===== config.mk =====
export PLATFORM = sky130hd
export DESIGN_NAME = display_message_ctrl
export DESIGN_NICKNAME = d
export VERILOG_FILES = /design/src/rtl/display_message_ctrl_pkg.sv /design/src/rtl/display_message_ctrl_prio.sv /design/src/rtl/display_message_ctrl.sv
export SDC_FILE = /design/constraint.sdc
export NUM_CORES = 1
export LEC_CHECK = 0
export ABC_CLOCK_PERIOD_IN_PS = 3800
export CAP_MARGIN = 20
export CORE_ASPECT_RATIO = 0.8
export CORE_UTILIZATION = 60
export CTS_BUF_LIST = sky130_fd_sc_hd__clkbuf_4
export DETAILED_ROUTE_END_ITERATION = 16
export PLACE_DENSITY = 0.94
export SLEW_MARGIN = 30
export SYNTH_ARGS = -nofsm -noshare
export SYNTH_HDL_FRONTEND = slang
export SYNTH_HIERARCHICAL = 1
export SYNTH_SLANG_ARGS = --single-unit

===== constraint.sdc =====
create_clock -name clk -period 3.8 [get_ports clk]
set_clock_uncertainty 0.05 [all_clocks]
set_input_delay 0.38 -clock clk [delete_from_list [all_inputs] [get_ports clk]]
set_output_delay 0.38 -clock clk [all_outputs]
set_load 0.05 [all_outputs]

===== src/rtl/display_message_ctrl_pkg.sv =====
// Shared types and default contents for the status message display controller.
package display_message_ctrl_pkg;

   // Controller states
   typedef enum logic [1:0] {
      ST_IDLE = 2'd0,
      ST_SHOW = 2'd1,
      ST_HOLD = 2'd2
   } state_e;

   // Default geometry that the default table is laid out for
   localparam int DEF_DIGITS = 4;
   localparam int DEF_CODE_W = 4;

   // Blank digit: all ones at any code width
   localparam logic                  DEF_BLANK_BIT  = 1'b1;
   localparam logic [DEF_CODE_W-1:0] DEF_CODE_BLANK = {DEF_CODE_W{DEF_BLANK_BIT}};

   // Glyph codes understood by the display driver (code F is reserved for blank)
   localparam logic [3:0] G_F = 4'h0;
   localparam logic [3:0] G_U = 4'h1;
   localparam logic [3:0] G_L = 4'h2;
   localparam logic [3:0] G_I = 4'h3;
   localparam logic [3:0] G_B = 4'h4;
   localparam logic [3:0] G_E = 4'h5;
   localparam logic [3:0] G_R = 4'h6;
   localparam logic [3:0] G_A = 4'h7;
   localparam logic [3:0] G_O = 4'h9;
   localparam logic [3:0] G_P = 4'hA;

   // Leftmost digit in the most significant nibble; LIBERADO truncated to 4 digits
   localparam logic [15:0] MSG_FULL     = {G_F, G_U, G_L, G_L};   // 16'h0122
   localparam logic [15:0] MSG_LIBERADO = {G_L, G_I, G_B, G_E};   // 16'h2345
   localparam logic [15:0] MSG_PARE     = {G_P, G_A, G_R, G_E};   // 16'hA765
   localparam logic [15:0] MSG_ERRO     = {G_E, G_R, G_R, G_O};   // 16'h5669

   // Message i sits at slice [i*16 +: 16]
   localparam logic [4*16-1:0] DEFAULT_MSG_TABLE = {MSG_ERRO, MSG_PARE, MSG_LIBERADO, MSG_FULL};

endpackage


===== src/rtl/display_message_ctrl_prio.sv =====
// Generic priority encoder: reports the highest set request index.
module prio_encoder_n #(
   parameter int N     = 4,
   parameter int IDX_W = (N > 1) ? $clog2(N) : 1
) (
   input  logic [N-1:0]     i_req,
   output logic [IDX_W-1:0] o_idx,
   output logic             o_any
);

   // Scan upward so the highest set bit wins
   always_comb begin
      o_idx = '0;
      o_any = 1'b0;
      for (int i = 0; i < N; i++) begin
         if (i_req[i]) begin
            o_idx = IDX_W'(i);
            o_any = 1'b1;
         end
      end
   end

endmodule


===== src/rtl/display_message_ctrl.sv =====
// Status message display controller: picks the highest-priority request,
// shows its table entry, holds it after the request drops, optional blink.
module display_message_ctrl
   import display_message_ctrl_pkg::*;
#(
   parameter int                                N_MSG      = 4,
   parameter int                                DIGITS     = DEF_DIGITS,
   parameter int                                CODE_W     = DEF_CODE_W,
   parameter int                                HOLD_CYC   = 50_000_000,
   parameter int                                BLINK_CYC  = 25_000_000,
   parameter logic [N_MSG-1:0]                  BLINK_MASK = {N_MSG{1'b0}},
   parameter logic [N_MSG*DIGITS*CODE_W-1:0]    MSG_TABLE  = (N_MSG*DIGITS*CODE_W)'(DEFAULT_MSG_TABLE),
   parameter logic [CODE_W-1:0]                 CODE_BLANK = {CODE_W{DEF_BLANK_BIT}}
) (
   input  logic                       clk,
   input  logic                       rst_n,
   input  logic [N_MSG-1:0]           msg_req,
   output logic [DIGITS*CODE_W-1:0]   disp_word,
   output logic [$clog2(N_MSG)-1:0]   msg_id,
   output logic                       msg_valid
);

   localparam int ID_W    = $clog2(N_MSG);
   localparam int MSG_W   = DIGITS * CODE_W;
   localparam int CNT_MAX = (HOLD_CYC > BLINK_CYC) ? HOLD_CYC : BLINK_CYC;
   localparam int CNT_W   = $clog2(CNT_MAX + 1);

   localparam logic [CNT_W-1:0] HOLD_LAST  = CNT_W'(HOLD_CYC - 1);
   localparam logic [CNT_W-1:0] BLINK_LAST = CNT_W'(BLINK_CYC - 1);
   localparam logic [MSG_W-1:0] BLANK_WORD = {DIGITS{CODE_BLANK}};

   state_e            r_state;
   logic [ID_W-1:0]   r_id;
   logic [CNT_W-1:0]  r_hold_cnt;
   logic [CNT_W-1:0]  r_blink_cnt;
   logic              r_phase;
   logic [MSG_W-1:0]  r_disp;
   logic              r_valid;

   logic [ID_W-1:0]   w_win;
   logic              w_any;
   logic              w_preempt;
   logic [31:0]       w_base;
   logic [MSG_W-1:0]  w_msg_word;
   logic              w_blanked;

   prio_encoder_n #(
      .N     (N_MSG),
      .IDX_W (ID_W)
   ) u_prio (
      .i_req (msg_req),
      .o_idx (w_win),
      .o_any (w_any)
   );

   // Only a strictly higher index may take over the display
   assign w_preempt  = w_any && (w_win > r_id);

   // Table lookup is a plain indexed part-select on the current id
   assign w_base     = 32'(r_id) * 32'(MSG_W);
   assign w_msg_word = MSG_TABLE[w_base +: MSG_W];
   assign w_blanked  = BLINK_MASK[r_id] && r_phase;

   // Controller FSM; outputs are registered from the current state so they
   // trail any state/id change by exactly one cycle
   always_ff @(posedge clk or negedge rst_n) begin
      if (!rst_n) begin
         r_state     <= ST_IDLE;
         r_id        <= '0;
         r_hold_cnt  <= '0;
         r_blink_cnt <= '0;
         r_phase     <= 1'b0;
         r_disp      <= BLANK_WORD;
         r_valid     <= 1'b0;
      end else begin
         r_valid <= (r_state != ST_IDLE);
         r_disp  <= ((r_state == ST_IDLE) || w_blanked) ? BLANK_WORD : w_msg_word;

         // Blink timer runs whenever a message is up; entries below restart it
         if (r_state != ST_IDLE) begin
            if (r_blink_cnt >= BLINK_LAST) begin
               r_blink_cnt <= '0;
               r_phase     <= ~r_phase;
            end else begin
               r_blink_cnt <= r_blink_cnt + 1'b1;
            end
         end

         case (r_state)
            ST_IDLE: begin
               if (w_any) begin
                  r_state     <= ST_SHOW;
                  r_id        <= w_win;
                  r_blink_cnt <= '0;
                  r_phase     <= 1'b0;
               end
            end
            ST_SHOW: begin
               if (w_preempt) begin
                  r_id        <= w_win;
                  r_blink_cnt <= '0;
                  r_phase     <= 1'b0;
               end else if (!msg_req[r_id]) begin
                  r_state    <= ST_HOLD;
                  r_hold_cnt <= HOLD_LAST;
               end
            end
            ST_HOLD: begin
               if (w_preempt) begin
                  r_state     <= ST_SHOW;
                  r_id        <= w_win;
                  r_hold_cnt  <= '0;
                  r_blink_cnt <= '0;
                  r_phase     <= 1'b0;
               end else if (msg_req[r_id]) begin
                  // Same message comes back: keep blink cadence running
                  r_state    <= ST_SHOW;
                  r_hold_cnt <= '0;
               end else if (r_hold_cnt == '0) begin
                  if (w_any) begin
                     r_state     <= ST_SHOW;
                     r_id        <= w_win;
                     r_blink_cnt <= '0;
                     r_phase     <= 1'b0;
                  end else begin
                     r_state <= ST_IDLE;
                  end
               end else begin
                  r_hold_cnt <= r_hold_cnt - 1'b1;
               end
            end
            default: r_state <= ST_IDLE;
         endcase
      end
   end

   assign disp_word = r_disp;
   assign msg_id    = r_id;
   assign msg_valid = r_valid;

endmodule


==> metrics.csv <==
stage,metric,value,unit
grt,track_usage,28.2,%
critical_path,critPathLaunchType,register,
sta,fin_crit_sh,80.9,%
route,wl_per_cell,18.4,um
sta,slew_viol_final,0,
synthesis,synth.avg_cell_area,9.80,um2
placement,port_buffers,24,
critical_path,endpoint_kind,register,
die,die_w,76.8,um
critical_path,critPathTopFamily,compound AO/OA/AOI/OAI gates,
placement,dpl.hpwl,4.28,mm
die,die_y,61.8,um
synthesis,synth_edf_count,0,
synthesis,synth_seq_cells,40,
grt,grt_pass1_vias,2051,
sta,relSlewSlack,40.8,%
cells_and_area,fin_nets,303,
sta,worstMarginPinSlew,0.887,ns
critical_path,max_stage_delay,0.57,ns
cells_and_area,syn2layout_area_growth,10.8,%
cts,htree_levels,2,
pwr,power,0.00280,W
cells_and_area,layout_commonest_cell,dfrtp_1,
cts,postCtsSetupRepairBufs,0,
grt,antenna_found_initial,0,
critical_path,path_buf_inv,2,
sta,tns,0,ns
die,rows,21,
route,drc_errors,0,
synthesis,yosysUniqueCellTypes,52,
route,routed-via-count,2309,
status,status,completed,
sta,timing.fmax,325,MHz
critical_path,cp.arrival,3.34,ns
job,maxCapViolCount,0,
placement,gp_congestion,0.913,
synthesis,synth_flop_cell,dfrtp_1,
critical_path,crit_type,register to register,
critical_path,worst-path-stages,8,
critical_path,crit_fanout,22,
cts,clockBufferDepth,2,
cts,clkLatencyLatePin,0.37,ns
die,start_util,63.5,%
cells_and_area,drive_above_1_share,16.1,%
cts,cts.sinks,40,
cells_and_area,final_core_utilization,70.3,%
sta,rsz0062_at_grt,no,
cts,numCtsBuffers,5,
critical_path,r2r_slack,0.73,ns
sta,timing.hold.ws,0.438,ns
pwr,p_leak,1.15,nW
die,die-area,0.00475,mm2
cts,cts_root_buffer,clkbuf_4,
critical_path,cp.required,4.07,ns
route,dr.first_iter.drc_count,415,
synthesis,synthArstFlopShare,100,%
sta,period_minus_slack,3.07,ns
cts,cts_tree,done,
die,io_pins,25,
grt,grt_pass1_wl,10.1,mm
cells_and_area,final_cell_mix,"31 x dfrtp_1, 23 x clkdlybuf4s50_1, 17 x o211ai_1, 17 x a22o_1, 14 x nand2_1",
synthesis,ys_seq_area_share,37.7,%
synthesis,netlist_area,0.00269,mm2
route,ant_nets,0,
route,routed_via_density,6.75,
critical_path,worst_r2r_path_depth,8,
pwr,ir_drop,0.603,mV
cts,clk_transition_reported_paths,0.13,ns
grt,grt_overflow,0,
sta,setup_viol,0,
critical_path,worstPathCellList,inv_1 > ha_1 > nor2b_1 > o211ai_1 > buf_4 > nand2_1 > o41ai_1 > a22o_1,
sta,hold_viol_final,0,
route,wirelength,6.28,mm
synthesis,synthesis.nets,293,
critical_path,cpMaxStageDelayCell,dfrtp_1,
route,drtPass1Iterations,5,
cells_and_area,num_antenna_cells,0,
grt,grt_max_degree,41,
worst_hold_path,hold_class,primary input to async pin,
synthesis,postSynthCellCount,274,
die,coreArea,0.00423,mm2
pwr,power_density,941,mW/mm2
synthesis,yosysWarningCount,6,
-- stage by stage --
step                cell area (um2)  setup slack (ns)  std cells
floorplan                      2690             0.891        274
CTS                            2960             0.788        341
global placement               2880             0.657        333
detailed placement             2880             0.488        333
global route                   2980             0.568        342
finish                         2980             0.726        342
-- per-layer routing --
layer / GRT usage, % / share of wire, % / vias to the layer above
li1: - / - / 1082
met1: 38.4 / 45 / 1093
met2: 44.3 / 45 / 121
met3: 6.28 / 8.8 / 13
met4: 12.6 / 1.9 / 0
met5: 0 / 0 / -
-- Yosys cell counts (2+ instances only) --
cell       n  area (um2)
a21o_1     4        30.0
a21oi_1    2        10.0
a221o_1    2        20.0
a22o_1    17         149
a22oi_1    2        15.0
a31oi_1    3        18.8
a41oi_1    2        17.5
and3_1     3        18.8
buf_2      4        20.0
buf_4      8        60.1
clkbuf_1  12        45.0
dfrtp_1   31         776
dfstp_2    9         236
ha_1      13         163
inv_1     12        45.0
mux2_2     4        45.0
mux2i_1    4        40.0
nand2_1   14        52.6
nand2b_1   3        18.8
nand3_1    7        35.0
nand3_2    2        20.0
nand3b_1   2        15.0
nand4_1    2        12.5
nor2_1     8        30.0
nor2b_1    2        12.5
nor3_1     7        35.0
nor3_2     4        40.0
nor4_1     3        18.8
o211a_1    3        30.0
o211ai_1  17         128
o21ai_0   10        50.1
o221ai_1   2        17.5
o221ai_2   2        30.0
o311ai_0   8        70.1
o31ai_1    8        60.1
o41ai_1    5        43.8
or2_2      7        43.8
or3_1     11        68.8
or4_1      2        15.0
-- power by group --
group / switching (W) / internal, W / leakage (nW) / total (W)
Sequential: 0.000183 / 0.000623 / 0.457 / 0.000807
Combinational: 0.00103 / 0.000665 / 0.654 / 0.00170
Clock: 0.000158 / 0.000140 / 0.0418 / 0.000298
-- cell type report --
type	instances	area, um2
clock buffers	5	37.5
fillers	320	1250
multi-input cells	197	1490
well taps	57	71.3
repair buffers	28	270
flip-flops and latches	40	1010
clock inverters	3	46.3
inverters	12	45.0
-- state kept, by name (all words and copies together) (netlist names) --
signal	cells
r_state	2
msg_valid	1
r_hold_cnt	26
msg_id	2
disp_word	9
-- cells by family (layout without fill, tap and decap cells) --
kind of cell	after synthesis	count (layout)	share of synthesized area (%)
and+or+nand+nor	82	82	18.3
buffers and inverters	37	48	6.75
DFF	40	40	37.7
adders and majority gates	13	13	6.06
muxes	8	8	3.17
AOI/OAI and AO/OA	94	94	28.1
-- path summary, 6_finish.rpt --
check	start	endpoint
max	msg_id[1]$_DFFE_PN0P_	r_hold_cnt[22]$_DFFE_PN0P_
min reg2reg	r_hold_cnt[9]$_DFFE_PN0P_	r_hold_cnt[9]$_DFFE_PN0P_
min	rst_n	r_hold_cnt[2]$_DFFE_PN0P_
max in group asynchronous	rst_n	disp_word[8]$_DFF_PN1_
min in group clk	r_hold_cnt[9]$_DFFE_PN0P_	r_hold_cnt[9]$_DFFE_PN0P_
max reg2reg	msg_id[1]$_DFFE_PN0P_	r_hold_cnt[22]$_DFFE_PN0P_
-- repair_timing --
| action | CTS | global route |
|---|---|---|
| setup endpoints to repair | 0 | 0 |
| gates resized for setup | 0 | 0 |
| hold endpoints to repair | 0 | 31 |
| hold buffers | 0 | 1 |
Power figures use the tool's default switching activity.
